==> src/rtl/owl_slave.sv <==
// rtl/owl_slave.sv - one-wire SFR slave: pulse-width decoded write/read frames onto a simple SFR bus
// Low pulses are decoded at the rising edge of the synchronized line; reads answer master slots by stretching lows.
module owl_slave #(
  parameter int START_MIN = 64,
  parameter int BIT_TH    = 16,
  parameter int TIMEOUT   = 255,
  parameter int RD_HOLD   = 24
) (
  input  logic       clk,
  input  logic       rst,
  input  logic       owl_in,
  output logic       owl_oe,
  output logic [6:0] sfr_addr,
  output logic [7:0] sfr_wdata,
  output logic       sfr_wr,
  output logic       sfr_rd,
  input  logic [7:0] sfr_rdata,
  output logic       busy,
  output logic       frame_err
);

  localparam logic [2:0] S_IDLE     = 3'd0;
  localparam logic [2:0] S_RX_HDR   = 3'd1;
  localparam logic [2:0] S_RX_DATA  = 3'd2;
  localparam logic [2:0] S_RD_FETCH = 3'd3;
  localparam logic [2:0] S_TX_BITS  = 3'd4;

  // Counters hold width-1, so limits are expressed one below the cycle counts.
  localparam logic [7:0] START_LIM = 8'(START_MIN - 1);
  localparam logic [7:0] BIT_LIM   = 8'(BIT_TH - 1);
  localparam logic [7:0] TO_LIM    = 8'(TIMEOUT - 1);
  localparam logic [7:0] HOLD_LIM  = 8'(RD_HOLD - 1);

  logic       sync1_q, sync2_q, ls_prev_q;
  logic [7:0] low_cnt_q, low_cnt_d, high_cnt_q, high_cnt_d;
  logic [2:0] state_q, state_d;
  logic [2:0] bit_cnt_q, bit_cnt_d;
  logic [7:0] shift_q, shift_d;
  logic [7:0] hold_q, hold_d;
  logic [1:0] sup_q, sup_d;
  logic       oe_q, oe_d;
  logic [6:0] addr_q, addr_d;
  logic [7:0] wdata_q, wdata_d;
  logic       wr_q, wr_d, rd_q, rd_d, ferr_q, ferr_d;

  logic       ls, rise, fall, suppress, dec_rise, is_start, is_bit, bit_val, timeout, adv;
  logic [7:0] new_shift;

  assign ls        = sync2_q;
  assign rise      = ls & ~ls_prev_q;
  assign fall      = ~ls & ls_prev_q;
  assign suppress  = oe_q | (sup_q != 2'd0);
  assign dec_rise  = rise & ~suppress;
  assign is_start  = dec_rise & (low_cnt_q >= START_LIM);
  assign is_bit    = dec_rise & ~is_start;
  assign bit_val   = (low_cnt_q >= BIT_LIM);
  assign timeout   = (state_q != S_IDLE) & ls & (high_cnt_q >= TO_LIM);
  assign new_shift = {shift_q[6:0], bit_val};

  always_comb begin
    low_cnt_d  = low_cnt_q;
    high_cnt_d = high_cnt_q;
    if (ls != ls_prev_q) begin
      low_cnt_d  = 8'd0;
      high_cnt_d = 8'd0;
    end else if (!ls) begin
      if (low_cnt_q != 8'hFF) low_cnt_d = low_cnt_q + 8'd1;
    end else begin
      if (high_cnt_q != 8'hFF) high_cnt_d = high_cnt_q + 8'd1;
    end
  end

  always_comb begin
    state_d   = state_q;
    bit_cnt_d = bit_cnt_q;
    shift_d   = shift_q;
    hold_d    = hold_q;
    oe_d      = oe_q;
    addr_d    = addr_q;
    wdata_d   = wdata_q;
    wr_d      = 1'b0;
    rd_d      = 1'b0;
    ferr_d    = 1'b0;
    adv       = 1'b0;
    // Release guard spans the synchronizer plus the edge-detect flop.
    sup_d     = (sup_q != 2'd0) ? sup_q - 2'd1 : 2'd0;

    case (state_q)
      S_IDLE: begin
        if (is_start) begin
          state_d   = S_RX_HDR;
          bit_cnt_d = 3'd0;
        end
      end
      S_RX_HDR: begin
        if (is_bit) begin
          shift_d   = new_shift;
          bit_cnt_d = bit_cnt_q + 3'd1;
          if (bit_cnt_q == 3'd7) begin
            addr_d    = new_shift[6:0];
            state_d   = new_shift[7] ? S_RX_DATA : S_RD_FETCH;
            bit_cnt_d = 3'd0;
          end
        end
      end
      S_RX_DATA: begin
        if (wr_q) begin
          state_d = S_IDLE;
        end else if (is_bit) begin
          shift_d   = new_shift;
          bit_cnt_d = bit_cnt_q + 3'd1;
          if (bit_cnt_q == 3'd7) begin
            wdata_d   = new_shift;
            wr_d      = 1'b1;
            bit_cnt_d = 3'd0;
          end
        end
      end
      S_RD_FETCH: begin
        if (bit_cnt_q == 3'd0) begin
          rd_d      = 1'b1;
          bit_cnt_d = 3'd1;
        end else if (bit_cnt_q == 3'd1) begin
          bit_cnt_d = 3'd2;
        end else begin
          shift_d   = sfr_rdata;
          bit_cnt_d = 3'd0;
          state_d   = S_TX_BITS;
        end
      end
      S_TX_BITS: begin
        if (oe_q) begin
          if (hold_q == 8'd0) begin
            oe_d  = 1'b0;
            sup_d = 2'd3;
            adv   = 1'b1;
          end else begin
            hold_d = hold_q - 8'd1;
          end
        end else if (fall && !suppress) begin
          if (!shift_q[7]) begin
            oe_d   = 1'b1;
            hold_d = HOLD_LIM;
          end else begin
            adv = 1'b1;
          end
        end
      end
      default: state_d = S_IDLE;
    endcase

    if (adv) begin
      shift_d   = {shift_q[6:0], 1'b0};
      bit_cnt_d = bit_cnt_q + 3'd1;
      if (bit_cnt_q == 3'd7) begin
        state_d   = S_IDLE;
        bit_cnt_d = 3'd0;
      end
    end

    if (is_start && (state_q == S_RX_HDR || state_q == S_RX_DATA || state_q == S_TX_BITS)) begin
      ferr_d    = 1'b1;
      state_d   = S_RX_HDR;
      bit_cnt_d = 3'd0;
      oe_d      = 1'b0;
      wr_d      = 1'b0;
    end

    if (timeout) begin
      ferr_d    = 1'b1;
      state_d   = S_IDLE;
      bit_cnt_d = 3'd0;
      oe_d      = 1'b0;
      wr_d      = 1'b0;
    end
  end

  always_ff @(posedge clk) begin
    if (rst) begin
      sync1_q    <= 1'b1;
      sync2_q    <= 1'b1;
      ls_prev_q  <= 1'b1;
      low_cnt_q  <= 8'd0;
      high_cnt_q <= 8'd0;
      state_q    <= S_IDLE;
      bit_cnt_q  <= 3'd0;
      shift_q    <= 8'd0;
      hold_q     <= 8'd0;
      sup_q      <= 2'd0;
      oe_q       <= 1'b0;
      addr_q     <= 7'd0;
      wdata_q    <= 8'd0;
      wr_q       <= 1'b0;
      rd_q       <= 1'b0;
      ferr_q     <= 1'b0;
    end else begin
      sync1_q    <= owl_in;
      sync2_q    <= sync1_q;
      ls_prev_q  <= sync2_q;
      low_cnt_q  <= low_cnt_d;
      high_cnt_q <= high_cnt_d;
      state_q    <= state_d;
      bit_cnt_q  <= bit_cnt_d;
      shift_q    <= shift_d;
      hold_q     <= hold_d;
      sup_q      <= sup_d;
      oe_q       <= oe_d;
      addr_q     <= addr_d;
      wdata_q    <= wdata_d;
      wr_q       <= wr_d;
      rd_q       <= rd_d;
      ferr_q     <= ferr_d;
    end
  end

  assign owl_oe    = oe_q;
  assign sfr_addr  = addr_q;
  assign sfr_wdata = wdata_q;
  assign sfr_wr    = wr_q;
  assign sfr_rd    = rd_q;
  assign frame_err = ferr_q;
  assign busy      = (state_q != S_IDLE);

endmodule

==> config.mk <==
export PLATFORM = sky130hd
export DESIGN_NAME = owl_slave
export DESIGN_NICKNAME = d
export VERILOG_FILES = /design/src/rtl/owl_slave.sv
export SDC_FILE = /design/constraint.sdc
export NUM_CORES = 1
export LEC_CHECK = 0
export BUFFER_PORTS_ARGS = -buffer_cell sky130_fd_sc_hd__buf_2
export CORE_UTILIZATION = 60
export CTS_CLUSTER_DIAMETER = 60
export DETAILED_ROUTE_END_ITERATION = 10
export HOLD_SLACK_MARGIN = 0.1
export PLACE_DENSITY = 0.78
export SLEW_MARGIN = 20
export SYNTH_ARGS = -nofsm -noshare
export SYNTH_HDL_FRONTEND = slang
export SYNTH_SLANG_ARGS = --single-unit
==> constraint.sdc <==
create_clock -name clk -period 3.8 [get_ports clk]
set_input_delay 0.95 -clock clk [delete_from_list [all_inputs] [get_ports clk]]
set_output_delay 0.95 -clock clk [all_outputs]
set_load 0.005 [all_outputs]
==> results of run 1 <==
## area by class of cell
cell class	instances	share of cell area, %
clock buffer	13	4.92
clock inverter	3	1.90
inverter	14	1.53
multi-input combinational	243	48.7
sequential	62	36.2
tap	67	2.44
timing repair buffer	30	4.37
## cell usage in the layout, fill, tap and decap left out, types with 9 or more instances in the layout
| cell | netlist | final |
|---|---|---|
| o21ai_0 | 18 | 18 |
| clkbuf_8 | 0 | 12 |
| nor2_1 | 40 | 40 |
| ha_1 | 11 | 11 |
| xnor2_1 | 9 | 9 |
| a21oi_1 | 13 | 13 |
| nand3_1 | 9 | 9 |
| dfxtp_1 | 62 | 62 |
| buf_2 | 5 | 30 |
| nand2_1 | 20 | 20 |
| inv_1 | 13 | 13 |
| mux2i_1 | 23 | 23 |
## metrics by stage
step	instances	total power, W	setup slack, ns	utilization, %	cell area (um2)
after floorplan	333	0.000701	1.67	-	3040
after global placement	416	0.000713	1.17	66.8	3200
after detailed placement	416	0.000714	1.12	66.8	3200
after CTS	432	0.00138	1.13	71.7	3430
after global routing	432	0.00142	0.971	71.7	3430
final	432	0.00137	1.14	71.7	3430
## synthesized netlist by cell type, drive strengths merged (3+ instances only)
master   number
o211ai        3
a2111oi       5
mux2i        23
nand3b        3
inv          13
buf           7
nand4         5
a21oi        13
nor4b         6
xnor2         9
clkbuf        7
and3          6
ha           11
or3           3
nor3          8
and2          3
nand2        20
nand2b        4
nand3         9
o21ai        18
xor2          6
nor2         41
o311a         6
or2           5
a31oi         3
a311oi        4
a211oi        7
dfxtp        62
## logic make-up after synthesis
family / after synthesis
buffers and inverters: 28
adders and majority gates: 11
and+or+nand+nor: 123
DFF: 62
AOI/OAI and AO/OA: 71
muxes: 23
xor gates and xnor gates: 15
## metal layers
metal	vias to the layer above	wire length, um	global-route usage, %
met5	-	0	0
met4	0	136	8.93
met3	18	358	8.29
met2	83	2870	40.1
met1	1189	2980	35.1
li1	1265	-	-
## power by group through the flow
stage	Sequential [W]	Combinational, W	Clock [W]
floorplan	0.000675	0.0000262	0
global placement	0.000676	0.0000374	0
detailed placement	0.000676	0.0000377	0
CTS	0.000662	0.0000379	0.000679
global route	0.000662	0.0000430	0.000713
finish	0.000662	0.0000381	0.000670
## registers in the layout, summed over array words and instances, names as in the netlist, named ones only
register    cells
bit_cnt_q       3
frame_err       1
high_cnt_q      8
hold_q          8
low_cnt_q       8
ls              1
ls_prev_q       1
owl_oe          1
sfr_addr        7
sfr_rd          1
sfr_wdata       8
sfr_wr          1
shift_q         7
state_q         3
sup_q           2
sync1_q         1
## worst paths after layout
path                            startpoint           end  depth (start not counted)
worst max-delay path                    ls  sfr_wdata[7]                          6
worst min register to register     sync1_q            ls                          1
worst max register to register          ls  sfr_wdata[7]                          6
worst min-delay path               sync1_q            ls                          1
==> impl_metrics.env, run 1 <==
export IMPL_io_pins=31
export IMPL_sw_frac_of_total_pct=20.4
export IMPL_worst_path_largest_cell_delay_ns=0.59
export IMPL_synth_seq_cells=62
export IMPL_hold_viol=0
export IMPL_p_comb_share_pct=2.8
export IMPL_regArea_mm2=0.00124
export IMPL_switchingPower_w=0.000280
export IMPL_syn_area_per_cell_um2=9.12
export IMPL_crit_type="reg2reg"
export IMPL_synth_top_cell_area_share_pct=40.9
export IMPL_drt_iter0_markers=163
export IMPL_synth_top_family_by_area="simple AND/OR/NAND/NOR gates"
export IMPL_fp_row_count=25
export IMPL_path_clk_slew_ns=0.07
export IMPL_cts_tree="built"
export IMPL_fill_cells=396
export IMPL_cts_resized=0
export IMPL_route_detailed_drc=0
export IMPL_core_area_mm2=0.00479
export IMPL_first_pass_iters=5
export IMPL_holdBufCountCts=0
export IMPL_synth_fa_ha_area_share_pct=4.53
export IMPL_syn_instance_count=333
export IMPL_htree_levels=3
export IMPL_fp_dieH_um=73.2
export IMPL_min_period_over_period_pct=70.0
export IMPL_setup_viol=0
export IMPL_syn_num_nets=355
export IMPL_clockBufferDepth=2
export IMPL_numClockSinks=62
export IMPL_nets=382
export IMPL_grt_max_degree=31
export IMPL_synth_xor_area_share_pct=4.32
export IMPL_max_freq_ghz=0.376
export IMPL_holdWs_ns=0.421
export IMPL_arrival_ns=2.87
export IMPL_grt_pass1_vias=2272
export IMPL_area_growth_pct=13.0
export IMPL_hpwl_um=4290
export IMPL_dr_total_vias=2555
export IMPL_gr_total_overflow=0
export IMPL_required_ns=4.02
export IMPL_synth_simple_area_share_pct=21.2
export IMPL_status="complete, no violations"
export IMPL_p_leak_nw=1.31
export IMPL_drive_gt1_share_pct=16.4
export IMPL_place_gp_congestion=0.885
export IMPL_internal_power_w=0.00109
export IMPL_drv_slew=0
export IMPL_multiInputGateArea_mm2=0.00167
export IMPL_routed_wl_um=6350
export IMPL_pwr_share_clk_pct=48.9
export IMPL_ys_warn_count=0
export IMPL_pwr_share_seq_pct=48.3
export IMPL_synthTopCellsByArea="dfxtp_1 41%, mux2i_1 7.6%, nor2_1 4.9%"
export IMPL_dieArea_mm2=0.00535
export IMPL_peakVddDrop_v=0.000405
export IMPL_finalSetupTns_ns=0
export IMPL_endpoint_kind="flop"
export IMPL_synth_area_mm2=0.00304
export IMPL_max_cap_violations=0
export IMPL_path_buf_inv=0
export IMPL_synth_compound_gate_area_share_pct=17.3
export IMPL_seq_area_frac_synth_pct=40.9
export IMPL_synth_cell_types=51
export IMPL_synthMuxAreaShare_pct=7.58
export IMPL_numCtsBuffers=9
export IMPL_die_x_um=73.2
export IMPL_initial_utilization_pct=63.5
export IMPL_grtUsageTotal_pct=26.3
export IMPL_max_slew_worst_pin_slew_ns=0.923
export IMPL_postCtsSetupBuffers=0
export IMPL_antennaDiodeCount=0
export IMPL_critical_path_slowest_cell="and3_1"
export IMPL_critical_path_cell_chain="ha_1, or4b_4, a2111oi_4, and3_1, mux2i_1, nor2_1"
export IMPL_synth_ff_type="dfxtp_1"
export IMPL_antenna_found_initial=0
export IMPL_grt_pass1_wl_um=10500
export IMPL_startpoint_type="flop"
export IMPL_clock_latency_ns=0.35
export IMPL_yosys_area_top_type="dfxtp_1"
export IMPL_port_buffer_count=30
export IMPL_powerDensity_mw_per_mm2=399
export IMPL_root_buffer="clkbuf_8"
export IMPL_crit_family="simple AND/OR/NAND/NOR gates"
export IMPL_vias_per_cell=5.91
export IMPL_ys_async_sr_fraction_pct=0
export IMPL_path_max_fanout=10
export IMPL_hold_path_class="reg2reg"
export IMPL_grt_setup_unrepaired="no"
export IMPL_synth_edf_count=0
export IMPL_wire_per_inst_um=14.7
export IMPL_max_slew_margin_pct=38.1
export IMPL_r2r_setup_slack_ns=1.14
export IMPL_ant_nets=0
export IMPL_fin_crit_ns=2.66
export IMPL_skew_ns=0.00852
No activity file was read; power rests on OpenSTA's default activity.
==> inputs of run 2 (changes only) <==
--- a/config.mk
+++ b/config.mk
@@ -5,12 +5,13 @@
 export SDC_FILE = /design/constraint.sdc
 export NUM_CORES = 1
 export LEC_CHECK = 0
+export ABC_AREA = 1
 export BUFFER_PORTS_ARGS = -buffer_cell sky130_fd_sc_hd__buf_2
-export CORE_UTILIZATION = 60
+export CORE_UTILIZATION = 53
 export CTS_CLUSTER_DIAMETER = 60
 export DETAILED_ROUTE_END_ITERATION = 10
 export HOLD_SLACK_MARGIN = 0.1
-export PLACE_DENSITY = 0.78
+export PLACE_DENSITY = 0.73
 export SLEW_MARGIN = 20
 export SYNTH_ARGS = -nofsm -noshare
 export SYNTH_HDL_FRONTEND = slang
==> constraint.sdc (replaced) <==
create_clock -name clk -period 2.29 [get_ports clk]
set_input_delay 0.5725 -clock clk [delete_from_list [all_inputs] [get_ports clk]]
set_output_delay 0.5725 -clock clk [all_outputs]
set_load 0.005 [all_outputs]
==> impl_metrics.env, run 2 <==
export IMPL_place_gp_congestion=0.875
export IMPL_hold_viol=0
export IMPL_max_slew_margin_pct=66.1
export IMPL_synth_fa_ha_area_share_pct=4.37
export IMPL_ant_nets=0
export IMPL_grt_util_met1_pct=31.1
export IMPL_clock_latency_ns=0.34
export IMPL_powerDensity_mw_per_mm2=623
export IMPL_startpoint_type="flop"
export IMPL_route_detailed_drc=0
export IMPL_p_comb_share_pct=3.1
export IMPL_endpoint_kind="flop"
export IMPL_use_met2_pct=33.6
export IMPL_synth_ff_type="dfxtp_1"
export IMPL_area_growth_pct=13.3
export IMPL_status="complete, no violations"
export IMPL_drv_slew=0
export IMPL_synth_compound_gate_area_share_pct=16.7
export IMPL_holdPathStages=2
export IMPL_io_pins=31
export IMPL_min_period_over_period_pct=78.6
export IMPL_synth_most_common_cell="nand2_1"
export IMPL_core_area_mm2=0.00561
export IMPL_crit_type="reg2reg"
export IMPL_hold_path_class="in2reg"
export IMPL_yosys_area_top_type="dfxtp_1"
export IMPL_reg2reg_depth=9
export IMPL_p_leak_nw=1.59
export IMPL_clockBufferDepth=2
export IMPL_arrival_ns=2.02
export IMPL_routed_wl_um=6480
export IMPL_synth_top_cell_area_share_pct=39.4
export IMPL_drive_gt1_share_pct=18.6
export IMPL_seq_area_frac_synth_pct=39.4
export IMPL_gr_usage_met3_pct=5.75
export IMPL_synth_simple_area_share_pct=29.3
export IMPL_numCtsBuffers=9
export IMPL_max_slew_worst_pin_slew_ns=0.509
export IMPL_max_cap_violations=0
export IMPL_finalSetupTns_ns=0
export IMPL_holdBufCountCts=0
export IMPL_hpwl_um=4790
export IMPL_dr_total_vias=2818
export IMPL_postCtsSetupBuffers=0
export IMPL_syn_instance_count=438
export IMPL_dieArea_mm2=0.00625
export IMPL_grt_busiest_layer="met2"
export IMPL_antennaDiodeCount=0
export IMPL_cts_resized=0
export IMPL_vias_per_cell=5.12
export IMPL_grt_max_degree=23
export IMPL_ys_top_cells_by_count="73 x nand2_1, 62 x dfxtp_1, 56 x nor2_1"
export IMPL_fp_dieH_um=79.1
export IMPL_max_freq_ghz=0.556
export IMPL_sw_frac_of_total_pct=21.2
export IMPL_gr_total_overflow=0
export IMPL_synth_cell_types=34
export IMPL_initial_utilization_pct=56.1
export IMPL_switchingPower_w=0.000471
export IMPL_skew_ns=0.0111
export IMPL_port_buffer_count=30
export IMPL_root_buffer="clkbuf_8"
export IMPL_synth_xor_area_share_pct=1.39
export IMPL_synth_area_mm2=0.00315
export IMPL_grt_setup_unrepaired="no"
export IMPL_first_pass_iters=5
export IMPL_holdWs_ns=0.415
export IMPL_setup_viol=0
export IMPL_htree_levels=3
export IMPL_fp_row_count=27
export IMPL_peakVddDrop_v=0.000411
export IMPL_final_cell_mix="73 x nand2_1, 62 x dfxtp_1, 56 x nor2_1"
export IMPL_syn_area_per_cell_um2=7.19
export IMPL_ys_async_sr_fraction_pct=0
export IMPL_wire_per_inst_um=11.8
export IMPL_nets=495
export IMPL_grtUsageTotal_pct=22.8
export IMPL_path_clk_slew_ns=0.06
export IMPL_numClockSinks=62
export IMPL_synthTopCellsByArea="dfxtp_1 39%, nand2_1 8.7%, a21oi_1 7.8%"
export IMPL_synth_seq_cells=62
export IMPL_layout_commonest_cell="nand2_1"
export IMPL_required_ns=2.51
export IMPL_cts_tree="built"
export IMPL_synthMuxAreaShare_pct=0
export IMPL_pwr_share_clk_pct=47.6
export IMPL_grt_pass1_vias=2511
export IMPL_fin_crit_ns=1.80
export IMPL_grt_pass1_wl_um=11100
export IMPL_synth_edf_count=0
export IMPL_drt_iter0_markers=175
export IMPL_ys_warn_count=0
export IMPL_antenna_found_initial=0
export IMPL_path_max_fanout=16
export IMPL_synth_top_family_by_area="simple AND/OR/NAND/NOR gates"
export IMPL_internal_power_w=0.00175
export IMPL_pwr_share_seq_pct=49.2
export IMPL_syn_num_nets=460
export IMPL_die_x_um=79.1
## run 2: layout make-up
cell class	count	area, um2
Multi-Input combinational cell	311	1630
Timing Repair Buffer	34	180
Fill cell	527	2040
Clock inverter	4	70.1
Clock buffer	12	145
Inverter	55	209
Tap cell	72	90.1
Sequential cell	62	1240
## run 2: routing by layer
| metal | vias to the layer above | wire length (um) |
|---|---|---|
| met5 | - | 0 |
| met4 | 0 | 106 |
| met3 | 10 | 306 |
| met2 | 55 | 2880 |
| met1 | 1259 | 3200 |
| li1 | 1494 | - |
## run 2: logic make-up (layout without fill, tap and decap cells)
group / Yosys count / in the layout
AOI/OAI and AO/OA: 97 / 97
xor gates and xnor gates: 5 / 5
adders and majority gates: 11 / 11
buffers and inverters: 65 / 105
DFF: 62 / 62
and+or+nand+nor: 198 / 198
## run 2: power groups by stage
stage	Clock, W	Combinational, W	Sequential [W]
after CTS	0.00108	0.0000702	0.00109
after detailed placement	0	0.0000701	0.00112
after global placement	0	0.0000682	0.00112
after floorplan	0	0.0000502	0.00112
final	0.00106	0.0000697	0.00109
after global routing	0.00112	0.0000802	0.00110
## run 2: worst paths after layout
path	slack, ns	startpoint	to
setup / recovery	0.49	low_cnt_q[0]	sfr_wdata[0]
hold / removal	0.41	owl_in	sync1_q
setup reg to reg	0.49	low_cnt_q[0]	sfr_wdata[0]
hold reg to reg	0.42	sync1_q	ls
## run 2: critical path, cell delays in order (launching register included)
cell	delay (ns)
dfxtp_1	0.34
ha_1	0.24
nand2_1	0.08
nor2_1	0.05
nand2_2	0.09
nand2_2	0.09
nor2_4	0.17
nand3_2	0.25
o21ai_0	0.30
a21oi_1	0.07
## run 2: metrics by stage
step | utilization, % | setup slack [ns] | instance area [um2] | power, W | cells
2_1_floorplan | - | 0.750 | 3150 | 0.00117 | 438
3_3_place_gp | 59.8 | 0.590 | 3350 | 0.00119 | 534
3_5_place_dp | 59.8 | 0.496 | 3350 | 0.00119 | 534
4_1_cts | 63.6 | 0.478 | 3570 | 0.00224 | 550
5_1_grt | 63.6 | 0.297 | 3570 | 0.00230 | 550
6_report | 63.6 | 0.490 | 3570 | 0.00222 | 550
==> inputs of run 3 (changes only) <==
==> constraint.sdc (replaced) <==
create_clock -name clk -period 1.5 [get_ports clk]
set_input_delay 0.375 -clock clk [delete_from_list [all_inputs] [get_ports clk]]
set_output_delay 0.375 -clock clk [all_outputs]
set_load 0.005 [all_outputs]
==> impl_metrics.env, run 3 (synthesized netlist as in run 2, its figures left out) <==
export IMPL_dieArea_mm2=0.00625
export IMPL_critical_path_slowest_cell="dfxtp_2"
export IMPL_path_buf_inv=2
export IMPL_first_pass_iters=6
export IMPL_critical_path_cell_chain="ha_4, nand2_4, nor2_4, nand2_4, nand2_4, nor2_4, buf_12, nand3_4, buf_6, a21oi_2"
export IMPL_final_cell_mix="60 x nand2_1, 52 x buf_4, 51 x dfxtp_1"
export IMPL_ant_nets=0
export IMPL_path_clk_slew_ns=0.06
export IMPL_power_w=0.00318
export IMPL_hold_viol=0
export IMPL_crit_top_cell="nand2_4"
export IMPL_grt_setup_unrepaired="yes"
export IMPL_fp_row_count=27
export IMPL_worst_path_largest_cell_delay_ns=0.33
export IMPL_max_slew_worst_pin_slew_ns=0.529
export IMPL_holdBufCountCts=0
export IMPL_drv_slew=0
export IMPL_routed_wl_um=9840
export IMPL_final_core_util_pct=79.6
export IMPL_setup_slack_ns=-0.150
export IMPL_fin_crit_ns=1.65
export IMPL_routed_top_layer="met4"
export IMPL_met1Wirelength_um=4080
export IMPL_max_cap_violations=0
export IMPL_peakVddDrop_v=0.000642
export IMPL_violations="negative setup slack"
export IMPL_nets=557
export IMPL_clockBufferDepth=2
export IMPL_htree_levels=3
export IMPL_vias_per_cell=5.63
export IMPL_grt_pass1_wl_um=13400
export IMPL_endpoint_kind="flop"
export IMPL_antennaDiodeCount=0
export IMPL_clock_latency_ns=0.35
export IMPL_pre_cts_slack_ns=-0.126
export IMPL_arrival_ns=1.91
export IMPL_powerDensity_mw_per_mm2=712
export IMPL_startpoint_type="flop"
export IMPL_met2_length_um=4770
export IMPL_drt_iter0_markers=244
export IMPL_fp_dieH_um=79.1
export IMPL_numClockSinks=62
export IMPL_core_area_mm2=0.00561
export IMPL_status="finished with violations"
export IMPL_route_detailed_drc=0
export IMPL_initial_utilization_pct=56.1
export IMPL_max_slew_margin_pct=64.4
export IMPL_drive_gt1_share_pct=42.0
export IMPL_placed_area_mm2=0.00363
export IMPL_final_area_mm2=0.00446
export IMPL_path_max_fanout=6
export IMPL_max_freq_ghz=0.606
export IMPL_gr_total_overflow=0
export IMPL_grtUsageTotal_pct=27.8
export IMPL_numCtsBuffers=9
export IMPL_antenna_found_initial=0
export IMPL_hpwl_um=5210
export IMPL_wire_per_inst_um=16.1
export IMPL_area_growth_pct=41.7
export IMPL_crit_family="simple AND/OR/NAND/NOR gates"
export IMPL_cts_tree="built"
export IMPL_skew_ns=0.00879
export IMPL_port_buffer_count=30
export IMPL_setup_viol=24
export IMPL_p_leak_nw=1.96
export IMPL_hold_path_class="in2reg"
export IMPL_place_gp_congestion=0.848
export IMPL_grt_pass1_vias=2971
export IMPL_layout_commonest_cell="nand2_1"
export IMPL_grt_max_degree=23
export IMPL_crit_type="reg2reg"
export IMPL_dr_total_vias=3437
export IMPL_root_buffer="clkbuf_8"
export IMPL_min_period_over_period_pct=110
export IMPL_io_pins=31
export IMPL_required_ns=1.76
export IMPL_die_x_um=79.1
export IMPL_fill_cells=355
export IMPL_dr_wl_met3_um=561
[run 3: cell count changes in the layout (fill, tap and decap cells not counted), sizes merged]
| cell | previous run | this run |
|---|---|---|
| nand2 | 85 | 86 |
| buf | 34 | 93 |
| clkbuf | 12 | 13 |
| clkinvlp | 0 | 1 |
| clkinv | 2 | 1 |
| bufinv | 2 | 0 |
| inv | 55 | 54 |
| nand3 | 26 | 28 |
[run 3: stage by stage]
step | TNS [ns] | cells | hold slack, ns
final | -0.810 | 610 | 0.211
after global routing | -3.90 | 610 | 0.227
after CTS | -0.115 | 599 | 0.210
after detailed placement | -1.95 | 571 | 0.405
after global placement | -0.433 | 571 | 0.408
after floorplan | 0 | 438 | 0.389
[run 3: worst paths after layout]
check	startpoint	to	slack [ns]	depth (start not counted)
max	low_cnt_q[1]	sfr_wdata[4]	-0.15	10
min reg2reg	sync1_q	ls	0.41	1
max reg2reg	low_cnt_q[1]	sfr_wdata[4]	-0.15	10
min	owl_in	sync1_q	0.21	2
[run 3: power breakdown]
part	internal [W]	switching, W
combinational	0.0000682	0.0000955
clock	0.000715	0.000636
sequential	0.00165	0.0000120
total	0.00243	0.000744
[run 3: area by class of cell]
type,count,area (um2),area share (%)
clock buffer,13,169,3.79
tap,72,90.1,2.02
multi-input combinational,314,2050,45.8
sequential,62,1270,28.4
inverter,55,218,4.88
clock inverter,1,5.00,0.112
timing repair buffer,93,667,14.9
[run 3: metal layers]
metal / GRT usage, % / vias up
li1: - / 1621
met5: 0 / -
met2: 43.1 / 145
met1: 34.9 / 1626
met4: 16.0 / 0
met3: 7.01 / 45
[run 3: timing repair]
item	4_1_cts	5_1_grt
resized for setup	64	71
buffers inserted	12	11
endpoints found under the setup margin	32	49
cloned	3	1
endpoints found under the hold margin	0	0
pin swaps	19	23
